File: src/rtl/demux_pkg.sv
// Shared constants and state type for the demux round-robin scheduler.
package demux_pkg;

  localparam int unsigned NUM_LANES = 8;
  localparam int unsigned SEL_W     = 3;

  typedef enum logic {
    IDLE = 1'b0,
    SEND = 1'b1
  } state_t;

endpackage

File: src/rtl/demux_1x8.sv
// One-bit 1-to-8 demultiplexer: routes din onto the output bit chosen by sel.
module demux_1x8
  import demux_pkg::*;
(
  input  logic                 din,
  input  logic [SEL_W-1:0]     sel,
  output logic [NUM_LANES-1:0] dout
);

  always_comb begin
    dout = '0;
    dout[sel] = din;
  end

endmodule

File: src/rtl/rr_pick8.sv
// Rotating first-set-bit search over an 8-bit mask, starting at ptr and wrapping 7->0.
module rr_pick8
  import demux_pkg::*;
(
  input  logic [NUM_LANES-1:0] mask,
  input  logic [SEL_W-1:0]     ptr,
  output logic [SEL_W-1:0]     sel,
  output logic                 any
);

  logic [SEL_W-1:0] idx;

  always_comb begin
    sel = '0;
    any = 1'b0;
    idx = '0;
    for (int i = 0; i < NUM_LANES; i++) begin
      idx = ptr + SEL_W'(i);
      if (!any && mask[idx]) begin
        sel = idx;
        any = 1'b1;
      end
    end
  end

endmodule

File: src/rtl/demux_rr_scheduler.sv
// Distributes one valid/ready stream over 8 lanes, round-robin or addressed, holding one item
// in an output register until the chosen lane accepts it.
module demux_rr_scheduler
  import demux_pkg::*;
#(
  parameter int unsigned DW    = 8,
  parameter int unsigned CNT_W = 16
) (
  input  logic                 clk,
  input  logic                 rst,
  input  logic                 mode,
  input  logic [NUM_LANES-1:0] en_mask,
  input  logic                 in_valid,
  output logic                 in_ready,
  input  logic [DW-1:0]        in_data,
  input  logic [SEL_W-1:0]     in_dest,
  output logic [NUM_LANES-1:0] out_valid,
  input  logic [NUM_LANES-1:0] out_ready,
  output logic [DW-1:0]        out_data,
  output logic [SEL_W-1:0]     cur_sel,
  output logic                 drop_err,
  output logic [CNT_W-1:0]     sent_cnt
);

  state_t           state;
  logic [SEL_W-1:0] ptr;
  logic [SEL_W-1:0] pick_ptr;
  logic [SEL_W-1:0] pick_sel;
  logic [SEL_W-1:0] dest;
  logic             pick_any;
  logic             can_take;
  logic             sending;
  logic             hs;
  logic             accept;
  logic             dest_ok;

  assign sending  = (state == SEND);
  assign hs       = sending && out_ready[cur_sel];
  // RR mode with an empty mask has nowhere to put an item, so hold the producer off.
  assign can_take = mode || (en_mask != '0);
  assign in_ready = sending ? (out_ready[cur_sel] && can_take) : can_take;
  assign accept   = in_valid && in_ready;

  // A same-cycle accept during SEND searches from the lane after the one completing now.
  assign pick_ptr = sending ? (cur_sel + SEL_W'(1)) : ptr;

  rr_pick8 u_pick (
    .mask (en_mask),
    .ptr  (pick_ptr),
    .sel  (pick_sel),
    .any  (pick_any)
  );

  assign dest    = mode ? in_dest : pick_sel;
  assign dest_ok = mode ? en_mask[in_dest] : pick_any;

  demux_1x8 u_demux (
    .din  (sending),
    .sel  (cur_sel),
    .dout (out_valid)
  );

  always_ff @(posedge clk or posedge rst) begin
    if (rst) begin
      state    <= IDLE;
      ptr      <= '0;
      cur_sel  <= '0;
      out_data <= '0;
      drop_err <= 1'b0;
      sent_cnt <= '0;
    end else begin
      drop_err <= 1'b0;
      if (hs) begin
        sent_cnt <= sent_cnt + CNT_W'(1);
        ptr      <= cur_sel + SEL_W'(1);
        state    <= IDLE;
      end
      if (accept) begin
        if (dest_ok) begin
          state    <= SEND;
          cur_sel  <= dest;
          out_data <= in_data;
        end else begin
          drop_err <= 1'b1;
        end
      end
    end
  end

endmodule

File: config.mk
export PLATFORM = sky130hd
export DESIGN_NAME = demux_rr_scheduler
export DESIGN_NICKNAME = d
export VERILOG_FILES = /design/src/rtl/demux_pkg.sv /design/src/rtl/demux_1x8.sv /design/src/rtl/rr_pick8.sv /design/src/rtl/demux_rr_scheduler.sv
export SDC_FILE = /design/constraint.sdc
export NUM_CORES = 1
export LEC_CHECK = 0
export BUFFER_PORTS_ARGS = -buffer_cell sky130_fd_sc_hd__buf_2
export CORE_AREA = 2 2 95 69
export CTS_BUF_LIST = sky130_fd_sc_hd__clkbuf_8 sky130_fd_sc_hd__clkbuf_16
export DETAILED_ROUTE_END_ITERATION = 8
export DIE_AREA = 0 0 97 71
export PLACE_DENSITY = 0.7
export SLEW_MARGIN = 15
export SYNTH_ARGS = -nofsm -noshare
export SYNTH_HDL_FRONTEND = slang
export SYNTH_HIERARCHICAL = 1
export SYNTH_SLANG_ARGS = --single-unit
File: constraint.sdc
create_clock -name clk -period 6.4 [get_ports clk]
set_input_delay 1.28 -clock clk [delete_from_list [all_inputs] [get_ports clk]]
set_output_delay 1.28 -clock clk [all_outputs]
set_load 0.05 [all_outputs]
==> results of run 1 <==
-- cell families after synthesis --
group,count (synthesis)
AO/OA/AOI/OAI,45
XOR/XNOR,19
adder cells (fa/ha/maj),4
buffers and inverters,30
flip-flops,32
multiplexers,54
AND/OR/NAND/NOR,88
-- registers in the layout (all words and copies together) (netlist names) --
signal / cells
cur_sel: 3
drop_err: 1
out_data: 8
ptr: 3
sending: 1
sent_cnt: 16
-- per-layer routing --
layer	global-route usage [%]	part of all wire (%)
met5	0	0
met4	6.10	0.58
met3	4.84	8.4
met2	30.3	42
met1	32.3	49
-- worst max-delay path by stage --
stage             endpoint
2_1_floorplan   cur_sel[0]
3_3_place_gp   out_data[7]
3_5_place_dp   out_data[7]
4_1_cts        out_data[7]
5_1_grt        out_data[7]
6_report       out_data[7]
-- layout by cell type (no fill, tap or decap), types with 2 or more instances in the layout --
master / Yosys / final
mux4_2: 11 / 11
nand2_1: 21 / 21
a2111oi_0: 2 / 2
xnor2_1: 6 / 6
nor4_4: 2 / 2
o21ai_1: 2 / 3
dfrtp_1: 32 / 32
a21o_1: 2 / 2
nand3_1: 5 / 5
nor2_1: 17 / 17
ha_1: 4 / 4
nand4_1: 3 / 3
mux2_4: 13 / 13
clkbuf_8: 0 / 6
nor3_1: 10 / 10
o21ai_0: 10 / 9
buf_4: 0 / 3
and4b_2: 2 / 2
and3_1: 4 / 4
mux2_2: 11 / 11
and4bb_1: 2 / 2
inv_1: 15 / 17
a21oi_1: 9 / 9
nor4_1: 4 / 4
xor2_1: 13 / 13
mux2i_4: 2 / 2
nand2b_1: 3 / 3
a31oi_1: 2 / 2
buf_2: 7 / 67
o311a_1: 2 / 2
a22oi_1: 2 / 2
mux4_1: 5 / 5
nor2b_1: 2 / 2
mux2i_1: 11 / 11
-- synthesized netlist by cell type (2+ instances only) --
cell	count	share of area, %
mux2i_4	2	1.5
nand3_1	5	0.86
ha_1	4	1.7
mux4_1	5	4.5
nor4_1	4	0.86
a21oi_1	9	1.5
a31oi_1	2	0.43
o311a_1	2	0.69
buf_6	6	2.3
nor2_1	17	2.2
inv_1	15	1.9
a2111oi_0	2	0.60
a22oi_1	2	0.51
dfrtp_1	32	27
nor2b_1	2	0.43
a21o_1	2	0.51
nor4_4	2	1.5
and4bb_1	2	0.86
mux2_2	11	4.2
mux4_2	11	8.5
xor2_1	13	3.9
nand4_1	3	0.64
and4b_2	2	0.77
nor3_1	10	1.7
o21ai_1	2	0.34
nand2b_1	3	0.64
mux2i_1	11	3.8
o21ai_0	10	1.7
buf_2	7	1.2
and3_1	4	0.86
mux2_4	13	6.7
nand2_1	21	2.7
xnor2_1	6	1.8
-- per-stage QoR --
| stage | hold slack (ns) | utilization, % | setup slack, ns | area (um^2) |
|---|---|---|---|---|
| 2_1_floorplan | 0.450 | - | 1.99 | 2920 |
| 3_3_place_gp | 0.451 | 53.9 | 1.62 | 3250 |
| 3_5_place_dp | 0.458 | 53.9 | 1.42 | 3250 |
| 4_1_cts | 0.468 | 55.4 | 1.41 | 3340 |
| 5_1_grt | 0.475 | 55.4 | 1.03 | 3340 |
| 6_report | 0.464 | 55.4 | 1.37 | 3340 |
-- area by class of cell --
class / instances / area, um^2 / share of cell area (%)
multi-input cells: 210 / 1940 / 57.9
flip-flops and latches: 32 / 801 / 23.9
repair buffers: 70 / 358 / 10.7
well taps: 78 / 97.6 / 2.92
clock buffers: 6 / 82.6 / 2.47
inverters: 16 / 60.1 / 1.80
clock inverters: 2 / 7.51 / 0.224
==> flow_summary.ini, run 1 <==
[outcome]
status = finished clean

[floorplanning]
die_h_um = 71
start_util_pct = 48.3
ioPinCount = 68
coreArea_um2 = 6040
row_count = 24
dieArea_um2 = 6890
die_w_um = 97

[global_route]
grt_pass1_wl_um = 11800
grt_use_total_pct = 21.2
first_global_vias = 2351
antenna_found_initial = 0
grt_start_max_net_pins = 33
overflow = 0

[synthesis]
synthAdderAreaFrac_pct = 1.72
synthArstFlopShare_pct = 100
synth_seq_area_share_pct = 27.5
synth_compound_area_share_pct = 10.9
netlist_area_um2 = 2920
avgSynthCellArea_um2 = 10.7
synth_xor_area_share_pct = 5.71
syn_nets = 307
ys_types = 63
ys_warn_count = 6
synth_edf_count = 0
synth_top_family_by_area = multiplexers
synth.mux.area_fraction_pct = 29.6
ys_ff_latch = 32
ys.flop_type = dfrtp_1
synthCells = 272
synth-simple-area-share_pct = 18.4

[worst_setup_path]
cpMaxStageDelayCell = ha_1
reg2reg_slack_ns = 1.37
cp-startpoint = cur_sel[0]
timing_worst_setup_path_type = register to register
cpPeakStageDelay_ns = 0.72
cp.depth = 14
worstPathCellList = ha_1 -> mux2_2 -> inv_1 -> ha_1 -> mux4_2 -> a21oi_1 -> o311a_1 -> o21ai_2 -> nor3_2 -> nand2_1 -> inv_1 -> mux2i_4 -> nand4_2 -> mux2_2
crit_buf_inv = 2
rr_worst_depth = 14
critPathMaxFanout = 17
reg2reg_to = out_data[7]
startpoint_type = register
critPathTopFamily = multiplexers
end_kind = register
cp.required_ns = 6.57
r2r_start = cur_sel[0]
worstPathArrival_ns = 5.20

[timing]
worst_pin_slew_ns = 0.583
rsz0062_at_grt = no
hold_violations = 0
finClkSkew_ns = 0.00758
drv_slew = 0
timing.setup.tns_ns = 0
period_minus_slack_ns = 5.03
final-setup-viol-count = 0
maxSlewHeadroom_pct = 61.1
finalCritPeriodShare_pct = 78.6
max_freq_mhz = 199

[cells_and_area]
fin_cells = 414
antenna_cells = 0
nNetsFinal = 370
drive_gt1_share_pct = 38.7
nFillCells = 540
area_growth_pct = 14.7

[detailed_routing]
detail_route.wl_per_cell_um = 17.6
vias_per_cell = 6.02
dr_total_vias = 2492
first_pass_iters = 5
postRouteAntennaNets = 0
wl_um = 7290
drt_iter0_markers = 270
drc = 0

[job]
maxCapViolCount = 0

[cts]
cts_buffers = 5
ctsHoldBuffers = 0
post_cts_resize_count = 0
clk_transition_reported_paths_ns = 0.07
cts_buffer_depth = 2
ctsHtreeMaxLevel = 2
post_cts_buffers = 0
cts_sinks = 32
ctsRootBufferMaster = clkbuf_8
cts_tree = done
insertion_delay_ns = 0.28

[placement]
routabilityCongestion = 0.974
dp_cells = 406
hpwl_um = 5110
port_buffers = 67

[hold_path]
holdPathEnd = sent_cnt[15]
hold_path_class = register to register
hp-start = sent_cnt[15]
whs_path_depth = 1
Power of run 1 is not shown: default switching activity piles up to over one toggle a cycle in this logic, so the estimate is an artifact.
==> run 2: changes to the inputs <==
--- a/config.mk
+++ b/config.mk
@@ -5,11 +5,12 @@
 export SDC_FILE = /design/constraint.sdc
 export NUM_CORES = 1
 export LEC_CHECK = 0
+export ABC_AREA = 1
 export BUFFER_PORTS_ARGS = -buffer_cell sky130_fd_sc_hd__buf_2
-export CORE_AREA = 2 2 95 69
+export CORE_AREA = 2 2 93 68
 export CTS_BUF_LIST = sky130_fd_sc_hd__clkbuf_8 sky130_fd_sc_hd__clkbuf_16
 export DETAILED_ROUTE_END_ITERATION = 8
-export DIE_AREA = 0 0 97 71
+export DIE_AREA = 0 0 95 70
 export PLACE_DENSITY = 0.7
 export SLEW_MARGIN = 15
 export SYNTH_ARGS = -nofsm -noshare
==> constraint.sdc (replaced) <==
create_clock -name clk -period 5.3 [get_ports clk]
set_input_delay 1.06 -clock clk [delete_from_list [all_inputs] [get_ports clk]]
set_output_delay 1.06 -clock clk [all_outputs]
set_load 0.05 [all_outputs]
==> run 2 against run 1 <==
  * Setup slack better by 0.024 ns
  * Register-to-register slack better by 0.02 ns
  * Flip-flop and latch count stayed put
  * Count of clock-buffer cells in the layout rose by 1
  * Hold slack improved by 0.019 ns
  * Die area down 3.4%
  * Synthesized area is 3.9% lower
==> flow_summary.ini, run 2 <==
[placement]
hpwl_um = 5610
dpl_worst_slack_ns = 1.49
port_buffers = 67
routabilityCongestion = 0.954

[detailed_routing]
drt_iter0_markers = 235
vias_per_cell = 5.21
first_pass_iters = 5
detail_route.wl_per_cell_um = 13.2
drc = 0
postRouteAntennaNets = 0
wl_um = 7040
dr_total_vias = 2788

[cts]
ctsHtreeMaxLevel = 2
ctsRootBufferMaster = clkbuf_8
cts_tree = done
insertion_delay_ns = 0.28
post_cts_buffers = 0
post_cts_resize_count = 0
cts_sinks = 32
ctsHoldBuffers = 0
clk_transition_reported_paths_ns = 0.06
cts_buffer_depth = 2
cts_buffers = 5

[worst_setup_path]
reg2reg_slack_ns = 1.40
cpMaxStageDelayCell = dfrtp_1
cp.required_ns = 5.52
cpPeakStageDelay_ns = 0.51
worstPathCellList = ha_1 -> inv_1 -> o21ai_0 -> buf_4 -> inv_2 -> ha_1 -> inv_2 -> nand3_2 -> nand3_2 -> nand2_2 -> nor2_4 -> nand4_4 -> nor2_4 -> nand3b_1 -> nand2_1 -> nand3_1 -> nand4_2 -> nand2_1 -> nand2_1
r2r_start = cur_sel[0]
startpoint_type = register
cp-startpoint = cur_sel[0]
crit_buf_inv = 4
reg2reg_to = out_data[5]
cpMostUsedCell = nand2_1
critPathTopFamily = simple AND/OR/NAND/NOR gates
worstPathArrival_ns = 4.12
rr_worst_depth = 19
end_kind = register
critPathMaxFanout = 13
timing_worst_setup_path_type = register to register

[cells_and_area]
postLayoutCoreUtil_pct = 55.0
nFillCells = 570
area_growth_pct = 16.0
nNetsFinal = 492
registers.top_by_ff_count = sent_cnt
layout_commonest_cell = nand2_1
final_cell_mix = 116 x nand2_1, 67 x buf_2, 44 x inv_1, 36 x nand3_1, 32 x dfrtp_1
reg_top3 = sent_cnt x16, out_data x8
antenna_cells = 0
drive_gt1_share_pct = 30.0
largest_reg_flops = 16

[timing]
timing.setup.tns_ns = 0
finalCritPeriodShare_pct = 73.7
max_freq_mhz = 256
hold_violations = 0
period_minus_slack_ns = 3.90
drv_slew = 0
worst_pin_slew_ns = 0.569
rsz0062_at_grt = no
finClkSkew_ns = 0.00462
final-setup-viol-count = 0
maxSlewHeadroom_pct = 61.8
setup_ws_ns = 1.40

[global_route]
grtUsageMet2_pct = 31.4
grt_use_total_pct = 22.4
grt-busiest-layer = met1
met1_usage_pct = 35.6
grt_pass1_wl_um = 11900
antenna_found_initial = 0
grt_start_max_net_pins = 33
overflow = 0
first_global_vias = 2498
grtUsageMet3_pct = 4.85

[synthesis]
ys.flop_type = dfrtp_1
yosysMostFrequentCell = nand2_1
ys_top_cells_by_area = dfrtp_1 29%, nand2_1 16%, nand3_2 7.1%
netlist.area_leader.share_pct = 28.6
ys_warn_count = 6
syn_nets = 424
synth_edf_count = 0
synthCells = 389
netlist_area_um2 = 2800
yosysTopAreaCell = dfrtp_1
ys_types = 37
synth_seq_area_share_pct = 28.6
ys_ff_latch = 32
avgSynthCellArea_um2 = 7.21
synth_commonest_cells = 116 x nand2_1, 44 x inv_1, 36 x nand3_1
synthArstFlopShare_pct = 100

[job]
maxCapViolCount = 0

[floorplanning]
die_h_um = 70
coreArea_um2 = 5920
dieArea_um2 = 6650
ioPinCount = 68
row_count = 24
die_w_um = 95
start_util_pct = 47.4

[hold_path]
whs_path_depth = 2
hp-start = out_data[1]
hold_path_class = register to register
holdPathEnd = out_data[1]

[outcome]
status = finished clean
run 2: stage by stage:
step                      hold slack (ns)  instance area [um^2]  instances
final                               0.484                  3250        535
after CTS                           0.487                  3250        535
after global placement              0.462                  3160        528
after detailed placement            0.466                  3160        528
after floorplan                     0.453                  2800        389
after global routing                0.519                  3250        535
run 2: area by class of cell:
type                    instances  area [um^2]  area share (%)
repair buffers                 71          365            11.2
clock buffers                   7         96.3            2.96
well taps                      78         97.6            3.00
inverters                      51          194            5.96
flip-flops and latches         32          801            24.6
multi-input cells             296         1700            52.2
run 2: cells by family (layout without fill, tap and decap cells):
| group | Yosys count | in the layout | synth area share (%) |
|---|---|---|---|
| DFF | 32 | 32 | 28.6 |
| and+or+nand+nor | 253 | 253 | 47.9 |
| adders and majority gates | 4 | 4 | 1.78 |
| AOI/OAI and AO/OA | 24 | 24 | 5.22 |
| buffers and inverters | 61 | 129 | 10.9 |
| xor gates and xnor gates | 15 | 15 | 5.62 |
run 2: worst min-delay path: cells and delay by family, from the launching register on:
kind / cells / cell delay (ns)
DFF: 1 / 0.34
and+or+nand+nor: 2 / 0.11
run 2: worst max path at each step:
stage	endpoint	slack, ns	depth (start not counted)
after floorplan	cur_sel[0]	1.90	20
after global placement	cur_sel[1]	1.62	19
after global routing	cur_sel[0]	0.96	19
after CTS	out_data[0]	1.45	19
final	out_data[5]	1.40	19
after detailed placement	cur_sel[0]	1.49	19
run 2: routing by layer:
layer  share of wire [%]  vias up
met3                 8.9        4
met1                  50     1265
li1                    -     1383
met4                0.51        0
met5                   0        -
met2                  41      136
Power of run 2 is left out for the same reason.
